**src/rtl/dcache_refill_ctrl.sv**
```systemverilog
// Data-cache miss/refill controller: services one miss at a time, running
// either a B-beat line refill or a single-beat write-through on the memory port.
module dcache_refill_ctrl #(
   parameter int B  = 8,
   parameter int LB = 3
) (
   input  logic             clk,
   input  logic             rst_n,
   input  logic             miss_req,
   input  logic [63:0]      miss_addr,
   input  logic             miss_write,
   input  logic [2:0]       miss_size,
   input  logic [63:0]      miss_data,
   output logic             miss_done,
   output logic             refill_valid,
   output logic [63:0]      refill_addr,
   output logic [64*B-1:0]  refill_line,
   output logic             bus_err,
   output logic             m_arvalid,
   input  logic             m_arready,
   output logic [63:0]      m_araddr,
   output logic [7:0]       m_arlen,
   input  logic             m_rvalid,
   output logic             m_rready,
   input  logic [63:0]      m_rdata,
   input  logic             m_rlast,
   output logic             m_awvalid,
   input  logic             m_awready,
   output logic [63:0]      m_awaddr,
   output logic             m_wvalid,
   input  logic             m_wready,
   output logic [63:0]      m_wdata,
   output logic [7:0]       m_wstrb,
   input  logic             m_bvalid,
   output logic             m_bready,
   input  logic [1:0]       m_bresp
);

   typedef enum logic [2:0] {IDLE, RD_AR, RD_DATA, WR_REQ, WR_B, DONE} state_t;

   localparam logic [LB-1:0] LAST_BEAT = LB'(B - 1);
   localparam logic [63:0]   LINE_MASK = ~((64'd1 << (LB + 3)) - 64'd1);

   state_t                 state;
   state_t                 state_next;
   logic                   write_q;
   logic [LB-1:0]          beat;
   logic [B-1:0][63:0]     line_q;
   logic                   aw_done;
   logic                   w_done;
   logic                   aw_fin;
   logic                   w_fin;

   // Aligned byte offset of the store within its 64-bit word; 1xx sizes act as sd.
   function automatic logic [2:0] lane_offset(input logic [2:0] size, input logic [2:0] off);
      case (size)
         3'b000:  return off;
         3'b001:  return {off[2:1], 1'b0};
         3'b010:  return {off[2], 2'b00};
         default: return 3'b000;
      endcase
   endfunction

   // Byte-enable mask for the store.
   function automatic logic [7:0] store_strobe(input logic [2:0] size, input logic [2:0] off);
      case (size)
         3'b000:  return 8'h01 << off;
         3'b001:  return 8'h03 << {off[2:1], 1'b0};
         3'b010:  return 8'h0F << {off[2], 2'b00};
         default: return 8'hFF;
      endcase
   endfunction

   assign refill_line = line_q;
   assign aw_fin      = aw_done | (m_awvalid & m_awready);
   assign w_fin       = w_done  | (m_wvalid  & m_wready);

   // State register; reset abandons any transaction in flight.
   always_ff @(posedge clk or negedge rst_n) begin
      if (!rst_n) state <= IDLE;
      else        state <= state_next;
   end

   // Next-state decode and state-decoded outputs.
   always_comb begin
      state_next   = state;
      m_rready     = 1'b0;
      m_bready     = 1'b0;
      miss_done    = 1'b0;
      refill_valid = 1'b0;
      case (state)
         IDLE:    if (miss_req) state_next = miss_write ? WR_REQ : RD_AR;
         RD_AR:   if (m_arvalid && m_arready) state_next = RD_DATA;
         RD_DATA: begin
            m_rready = 1'b1;
            if (m_rvalid && beat == LAST_BEAT) state_next = DONE;
         end
         WR_REQ:  if (aw_fin && w_fin) state_next = WR_B;
         WR_B:    begin
            m_bready = 1'b1;
            if (m_bvalid) state_next = DONE;
         end
         DONE:    begin
            miss_done    = 1'b1;
            refill_valid = ~write_q;
            state_next   = IDLE;
         end
         default: state_next = IDLE;
      endcase
   end

   // Capture the request and precompute bus address/data when it is accepted.
   always_ff @(posedge clk or negedge rst_n) begin
      if (!rst_n) begin
         write_q     <= 1'b0;
         m_araddr    <= '0;
         m_arlen     <= '0;
         m_awaddr    <= '0;
         m_wdata     <= '0;
         m_wstrb     <= '0;
         refill_addr <= '0;
      end else if (state == IDLE && miss_req) begin
         write_q <= miss_write;
         if (miss_write) begin
            m_awaddr <= {miss_addr[63:3], 3'b000};
            m_wstrb  <= store_strobe(miss_size, miss_addr[2:0]);
            m_wdata  <= miss_data << {lane_offset(miss_size, miss_addr[2:0]), 3'b000};
         end else begin
            m_araddr    <= miss_addr & LINE_MASK;
            m_arlen     <= 8'(B - 1);
            refill_addr <= miss_addr & LINE_MASK;
         end
      end
   end

   // Request-channel valids: raised one cycle after entering the state, held until handshake.
   always_ff @(posedge clk or negedge rst_n) begin
      if (!rst_n) begin
         m_arvalid <= 1'b0;
         m_awvalid <= 1'b0;
         m_wvalid  <= 1'b0;
         aw_done   <= 1'b0;
         w_done    <= 1'b0;
      end else begin
         case (state)
            RD_AR:  m_arvalid <= ~(m_arvalid & m_arready);
            WR_REQ: begin
               if (m_awvalid && m_awready) begin
                  m_awvalid <= 1'b0;
                  aw_done   <= 1'b1;
               end else if (!aw_done) begin
                  m_awvalid <= 1'b1;
               end
               if (m_wvalid && m_wready) begin
                  m_wvalid <= 1'b0;
                  w_done   <= 1'b1;
               end else if (!w_done) begin
                  m_wvalid <= 1'b1;
               end
            end
            default: begin
               m_arvalid <= 1'b0;
               m_awvalid <= 1'b0;
               m_wvalid  <= 1'b0;
               aw_done   <= 1'b0;
               w_done    <= 1'b0;
            end
         endcase
      end
   end

   // Beat counter, line buffer and sticky bus-error flag.
   always_ff @(posedge clk or negedge rst_n) begin
      if (!rst_n) begin
         beat    <= '0;
         line_q  <= '0;
         bus_err <= 1'b0;
      end else begin
         if (state == RD_AR && m_arvalid && m_arready) beat <= '0;
         if (state == RD_DATA && m_rvalid) begin
            line_q[beat] <= m_rdata;
            beat         <= beat + LB'(1);
            if (m_rlast != (beat == LAST_BEAT)) bus_err <= 1'b1;
         end
         if (state == WR_B && m_bvalid && m_bresp != 2'b00) bus_err <= 1'b1;
      end
   end

endmodule

```
**config.mk**
```make
export PLATFORM = sky130hd
export DESIGN_NAME = dcache_refill_ctrl
export DESIGN_NICKNAME = d
export VERILOG_FILES = /design/src/rtl/dcache_refill_ctrl.sv
export SDC_FILE = /design/constraint.sdc
export NUM_CORES = 1
export LEC_CHECK = 0
export ABC_AREA = 1
export ABC_CLOCK_PERIOD_IN_PS = 3200
export CAP_MARGIN = 15
export CORE_AREA = 2 2 390 392
export DETAILED_ROUTE_END_ITERATION = 6
export DIE_AREA = 0 0 392 394
export SLEW_MARGIN = 0
export SYNTH_ARGS = -nofsm -noshare
export SYNTH_HDL_FRONTEND = slang
export SYNTH_SLANG_ARGS = --single-unit
```
**constraint.sdc**
```tcl
create_clock -name clk -period 3.2 [get_ports clk]
set_input_delay 0.64 -clock clk [delete_from_list [all_inputs] [get_ports clk]]
set_output_delay 0.64 -clock clk [all_outputs]
set_load 0.005 [all_outputs]
```
* Yosys cells after proc, flatten, opt, wreduce, memory -nomap -nowiden
Index checks and enable logic that the tools add are counted.
** Storage, ports and cells
- Memories :: 0
- Memory bits (writable) :: 0
- Memory bits (read-only) :: 0
- Input port bits :: 207
- Output and inout port bits :: 792
- Register bits after elaboration :: 717
- Word-level logic and storage cells :: 116
- Latch bits :: 0
** Cells by class
- Shift-type cells :: 4
- Equal/unequal tests :: 18
- Magnitude comparators :: 2
- Bitwise gates (word level) :: 9
- $mul :: 0
- $add $sub $neg :: 1
- Divide/modulo/power cells :: 0
- Muxes and demuxes :: 34
- Reduce and logical (&&, ||, !) cells :: 26
** Operator list (number)
- $bwmux 512 :: 1
- $demux 64 s3 :: 1
- $mux 64 :: 1
- $shl 64x6->64 :: 1
- $mux 3 :: 9
- $pmux 8 s3 :: 1
- $pmux 3 s5 :: 1
- $ne 2x2->1 const B :: 7
- $reduce_and 2->1 :: 7
- $mux 1 :: 13
- $logic_and 1x1->1 :: 12
- $pmux 1 s2 :: 5
- $eq 3x2->1 const B :: 3
- $eq 3x3->1 const B :: 3
- $pmux 3 s3 :: 1
- $reduce_bool 2->1 :: 4
- $shl 1x3->8 const A :: 1
- $shl 2x3->8 const A :: 1
- $shl 4x3->8 const A :: 1
- $eq 3x1->1 const B :: 2
- $logic_not 3->1 :: 2
- $ne 3x3->1 const B :: 2
- $reduce_and 5->1 :: 1
- $lt 3x4->1 const B :: 1
- other kinds (7) :: 13

* Longest topological paths before layout
- Depth after elaboration :: 5
- Depth in mapped cells :: 10

* Worst setup path before layout
No wires, ideal clock.
- Path kind :: input to register
- Start point :: input miss_size[2]
- End point :: register m_wdata[48]
- Arrival time :: 1.670 ns
- Slack :: 1.406 ns
- Cell stages on the path :: 8
- Setup time :: 0.124 ns
- Buffers on the path :: 2
- Path through :: nor2_2 -> nand2_2 -> buf_2 -> buf_1 -> nand2_1 -> nand3_1 -> nand3_1 -> nand3_1
** Between the ends
- Cells in the longest elaborated chain, start to end :: 5
- Elaborated cells on any way between the ends :: 7
- Those cells by class :: 2 x eq/ne; 1 x shift; 3 x mux; 1 x reduce/logical
** Ends and longest elaborated chain
- start, declared :: RTL line 12 : input logic [2:0] miss_size,
- $eq 3x2->1 (tied with other cells) :: RTL line 56 : case (size)
- $pmux 3 s3 (*) :: RTL line 56
- $mux 3 (*) :: RTL line 124 : if (miss_write) begin
- $mux 3 (*) :: RTL line 122 : end else if (state == IDLE && miss_req) begin
- $shl 64x6->64 (*) :: RTL line 127 : m_wdata <= miss_data << {lane_offset(miss_size, miss_addr[2:0]), 3'b000};
- end signal, assigned :: RTL line 127
- end, declared :: RTL line 32 : output logic [63:0] m_wdata,
Every way passes the cells marked *; elsewhere a longest branch is shown, timed or not. The select of a mux whose other input is x is not followed.
A chain may end at the register's enable or synchronous reset.

* Worst setup path after layout
- Start point :: register state[2]
- End point :: output m_rready
** Between the ends
- Cells in the longest elaborated chain, start to end :: 2
** Ends and longest elaborated chain
- start, declared :: RTL line 44 : state_t state;
- start signal, assigned :: RTL line 81 : else state <= state_next;
- $eq 3x2->1 :: RTL line 91 : case (state)
- $mux 1 :: RTL line 91
- end, declared :: RTL line 24 : output logic m_rready,
No other way between the ends.

==> flow_results.xml <==
<?xml version="1.0" encoding="UTF-8"?>
<metrics>
  <group name="run_status">
    <metric name="outcome" unit="">finished clean</metric>
  </group>
  <group name="synth">
    <metric name="synth_most_common_cell" unit="">nand2_1</metric>
    <metric name="ys_types" unit="">31</metric>
    <metric name="synth_top_cells_by_count" unit="">nand2_1, dfrtp_1, o21ai_0</metric>
    <metric name="ys.warnings.count" unit="">0</metric>
    <metric name="synth_area_per_cell" unit="um2">9.25</metric>
    <metric name="synth_edf_count" unit="">0</metric>
    <metric name="synthCells" unit="">3074</metric>
    <metric name="synthDominantAreaCellType" unit="">dfrtp_1</metric>
    <metric name="synth-seq-area-share" unit="%">63.1</metric>
    <metric name="postSynth.topFlopCell" unit="">dfrtp_1</metric>
    <metric name="synth.cell_area" unit="um2">28400</metric>
    <metric name="synthArstFlopShare" unit="%">100</metric>
    <metric name="synth_top_cell_area_share" unit="%">63.1</metric>
    <metric name="post_synthesis_sequential_element_count" unit="">717</metric>
    <metric name="synth_area_leaders" unit="">dfrtp_1, nand2_1, o21ai_0</metric>
  </group>
  <group name="timing">
    <metric name="timing.setup.tns" unit="ns">0</metric>
    <metric name="finalCritPeriodShare" unit="%">82.6</metric>
    <metric name="time_the_worst_path_needs_with_i_o_delays_and_setup" unit="ns">2.64</metric>
    <metric name="hold-worst-slack" unit="ns">0.474</metric>
    <metric name="setup_viol" unit="">0</metric>
    <metric name="worst_slew_pin_slew" unit="ns">0.761</metric>
    <metric name="max_clock_freq" unit="MHz">378</metric>
    <metric name="worst_slack" unit="ns">0.557</metric>
    <metric name="timing.final.max_slew_violations" unit="">0</metric>
    <metric name="timing.clock.skew" unit="ns">0.0247</metric>
    <metric name="final_hold_viol_count" unit="">0</metric>
    <metric name="slew-limit-headroom" unit="%">49.3</metric>
    <metric name="rsz0062_at_grt" unit="">no</metric>
  </group>
  <group name="global_routing">
    <metric name="grt_max_degree" unit="">129</metric>
    <metric name="grt_overflow_total" unit="">0</metric>
    <metric name="grt_first_pass_wirelength" unit="mm">165</metric>
    <metric name="antenna_violations_before_repair" unit="">11</metric>
    <metric name="groute.layer.met1.usage" unit="%">16.9</metric>
    <metric name="global_route.usage.total" unit="%">14.1</metric>
    <metric name="grt_pass1_vias" unit="">24500</metric>
    <metric name="gr_util_met2" unit="%">23.1</metric>
    <metric name="busiest_layer" unit="">met2</metric>
    <metric name="grtUsageMet3" unit="%">4.62</metric>
  </group>
  <group name="power">
    <metric name="vdd.ir_drop.worst" unit="mV">0.528</metric>
    <metric name="p_leak" unit="uW">0.0195</metric>
    <metric name="power_per_cell_area" unit="nW/um2">906</metric>
  </group>
  <group name="layout">
    <metric name="final_area" unit="um2">43100</metric>
    <metric name="layout_cells_sized_above_1" unit="%">5.73</metric>
    <metric name="syn2layout_area_growth" unit="%">51.6</metric>
    <metric name="fillCellCount" unit="">15800</metric>
    <metric name="final-instance-count-excl-fill" unit="">6065</metric>
    <metric name="fin_nets" unit="">4180</metric>
  </group>
  <group name="worst_setup_path">
    <metric name="critPathMaxStageDelay" unit="ns">0.54</metric>
    <metric name="worst-endpoint-required" unit="ns">2.56</metric>
    <metric name="worstSetupStartpoint" unit="">state[2]$_DFFE_PN0P_</metric>
    <metric name="critical_path.top_delay_family" unit="">buffers and inverters</metric>
    <metric name="critPathLaunchType" unit="">flip-flop</metric>
    <metric name="critPathSlowestCell" unit="">clkdlybuf4s50_1</metric>
    <metric name="cp.arrival" unit="ns">2.00</metric>
    <metric name="worstReg2RegStart" unit="">state[2]$_DFFE_PN0P_</metric>
    <metric name="critical_path_type" unit="">flip-flop to output pin</metric>
    <metric name="path_buf_inv" unit="">2</metric>
    <metric name="max_fanout_on_critical_path" unit="">6</metric>
    <metric name="worstPathCellList" unit="">inv_1 -&gt; nand2_2 -&gt; nor2_4 -&gt; clkdlybuf4s50_1</metric>
    <metric name="critical_path.endpoint_type" unit="">output pin</metric>
  </group>
  <group name="die">
    <metric name="placeableCoreArea" unit="um2">151000</metric>
    <metric name="initial_utilization" unit="%">18.9</metric>
    <metric name="width_of_the_die" unit="um">392</metric>
    <metric name="num_rows" unit="">143</metric>
    <metric name="pin_count" unit="">999</metric>
    <metric name="die_y" unit="um">394</metric>
    <metric name="die_area" unit="um2">154000</metric>
  </group>
  <group name="clock_network">
    <metric name="cts_max_level" unit="">3</metric>
    <metric name="cts_resized" unit="">0</metric>
    <metric name="cts_tree" unit="">done</metric>
    <metric name="cts_max_path_buffers" unit="">3</metric>
    <metric name="clock_sinks" unit="">717</metric>
    <metric name="clkTransAtPathRegs" unit="ns">0.06</metric>
    <metric name="clock-root-buffer" unit="">clkbuf_16</metric>
    <metric name="clock_latency_on_the_worst_skew_pair" unit="ns">0.68</metric>
    <metric name="cts_buffers" unit="">82</metric>
  </group>
  <group name="route">
    <metric name="post_drt_wl_per_cell" unit="um">18.5</metric>
    <metric name="dr_total_vias" unit="">24700</metric>
    <metric name="drt.antenna.violating_nets" unit="">0</metric>
    <metric name="drc" unit="">0</metric>
    <metric name="viasPerCell" unit="">4.07</metric>
    <metric name="drt-total-wl" unit="mm">112</metric>
    <metric name="detailedRoute.firstIterationViolations" unit="">1541</metric>
    <metric name="drt-pass1-iter-count" unit="">6</metric>
  </group>
  <group name="flow_run">
    <metric name="max_cap_viol_count" unit="">0</metric>
  </group>
  <group name="placement">
    <metric name="dp_hpwl" unit="mm">82.3</metric>
    <metric name="place_area" unit="um2">40300</metric>
    <metric name="port-buffer-count" unit="">978</metric>
    <metric name="worst_case_setup_slack_after_placement" unit="ns">0.407</metric>
    <metric name="routabilityCongestion" unit="">0.887</metric>
    <metric name="post-place-cells" unit="">5916</metric>
  </group>
  <group name="min_path">
    <metric name="class_of_the_tightest_hold_or_removal_check" unit="">flip-flop to flip-flop</metric>
    <metric name="hold_path_startpoint" unit="">m_awaddr[59]$_DFFE_PN0P_</metric>
  </group>
</metrics>
## path summary, 6_finish.rpt
kind,slack (ns),endpoint,cells after the start
setup / recovery,0.56,m_rready,4
hold / removal,0.47,m_awaddr[59]$_DFFE_PN0P_,2
setup reg to reg,0.87,refill_line[8]$_DFFE_PN0P_,9
hold reg to reg,0.47,m_awaddr[59]$_DFFE_PN0P_,2
max in group asynchronous,1.61,refill_line[100]$_DFFE_PN0P_,4
min in group asynchronous,0.58,m_awaddr[15]$_DFFE_PN0P_,2
## tightest hold or removal path: stages, from the launching register on
cell	delay (ns)
dfrtp_1	0.34
nand2_1	0.05
nand2_1	0.05
## stage by stage
step	power, uW	utilization, %
global placement	29400	26.7
global route	41300	28.6
finish	39000	28.6
detailed placement	29600	26.7
CTS	39500	28.6
floorplan	19200	-
## state kept, by name, summed over array words and instances, names as in the netlist
register     cells
refill_line    512
m_wdata         64
m_awaddr        61
m_araddr        58
m_wstrb          8
beat             3
state            3
aw_done          1
bus_err          1
m_arlen          1
m_arvalid        1
m_awvalid        1
m_wvalid         1
w_done           1
write_q          1
## placed cells by master, fill, tap and decap left out, types with 21 or more instances in the layout
cell type	instances
nand2_1	1154
clkbuf_16	82
inv_1	118
o21ai_1	199
clkdlybuf4s50_1	977
dfrtp_1	717
buf_12	23
buf_4	53
o211ai_1	30
o21ai_0	373
nor2_1	43
nand3_1	114
clkbuf_8	21
## power by group
group / switching, uW / leakage [uW] / internal, uW
Combinational: 5950 / 0.00879 / 8400
Clock: 4010 / 0.00135 / 5590
Sequential: 2410 / 0.00933 / 12700
## repair_timing
item	CTS	global route
hold buffers	1	0
setup buffers	0	0
endpoints found under the hold margin	37	0
## routing by layer
metal	routed length, um	vias up
li1	-	11600
met1	44700	11900
met2	53100	929
met3	9480	231
met4	4730	4
met5	21	-
## area by class of cell
class	count	area [um2]	share of cell area, %
timing repair buffer	1055	10700	24.8
multi-input combinational	1991	8700	20.2
antenna	4	10.0	0.0232
clock buffer	121	2410	5.59
inverter	124	465	1.08
clock inverter	23	353	0.819
sequential	717	17900	41.6
tap	2030	2540	5.90
## cells by family (layout without fill, tap and decap cells)
family | after synthesis | after routing | synth area share (%)
and+or+nand+nor | 1348 | 1348 | 18.6
DFF | 717 | 717 | 63.1
AOI/OAI and AO/OA | 619 | 619 | 11.2
buffers and inverters | 385 | 1323 | 6.86
adders and majority gates | 2 | 2 | 0.0880
other | 1 | 24 | 0.0132
xor gates and xnor gates | 1 | 1 | 0.0308
muxes | 1 | 1 | 0.0352
Power figures use the tool's default switching activity.
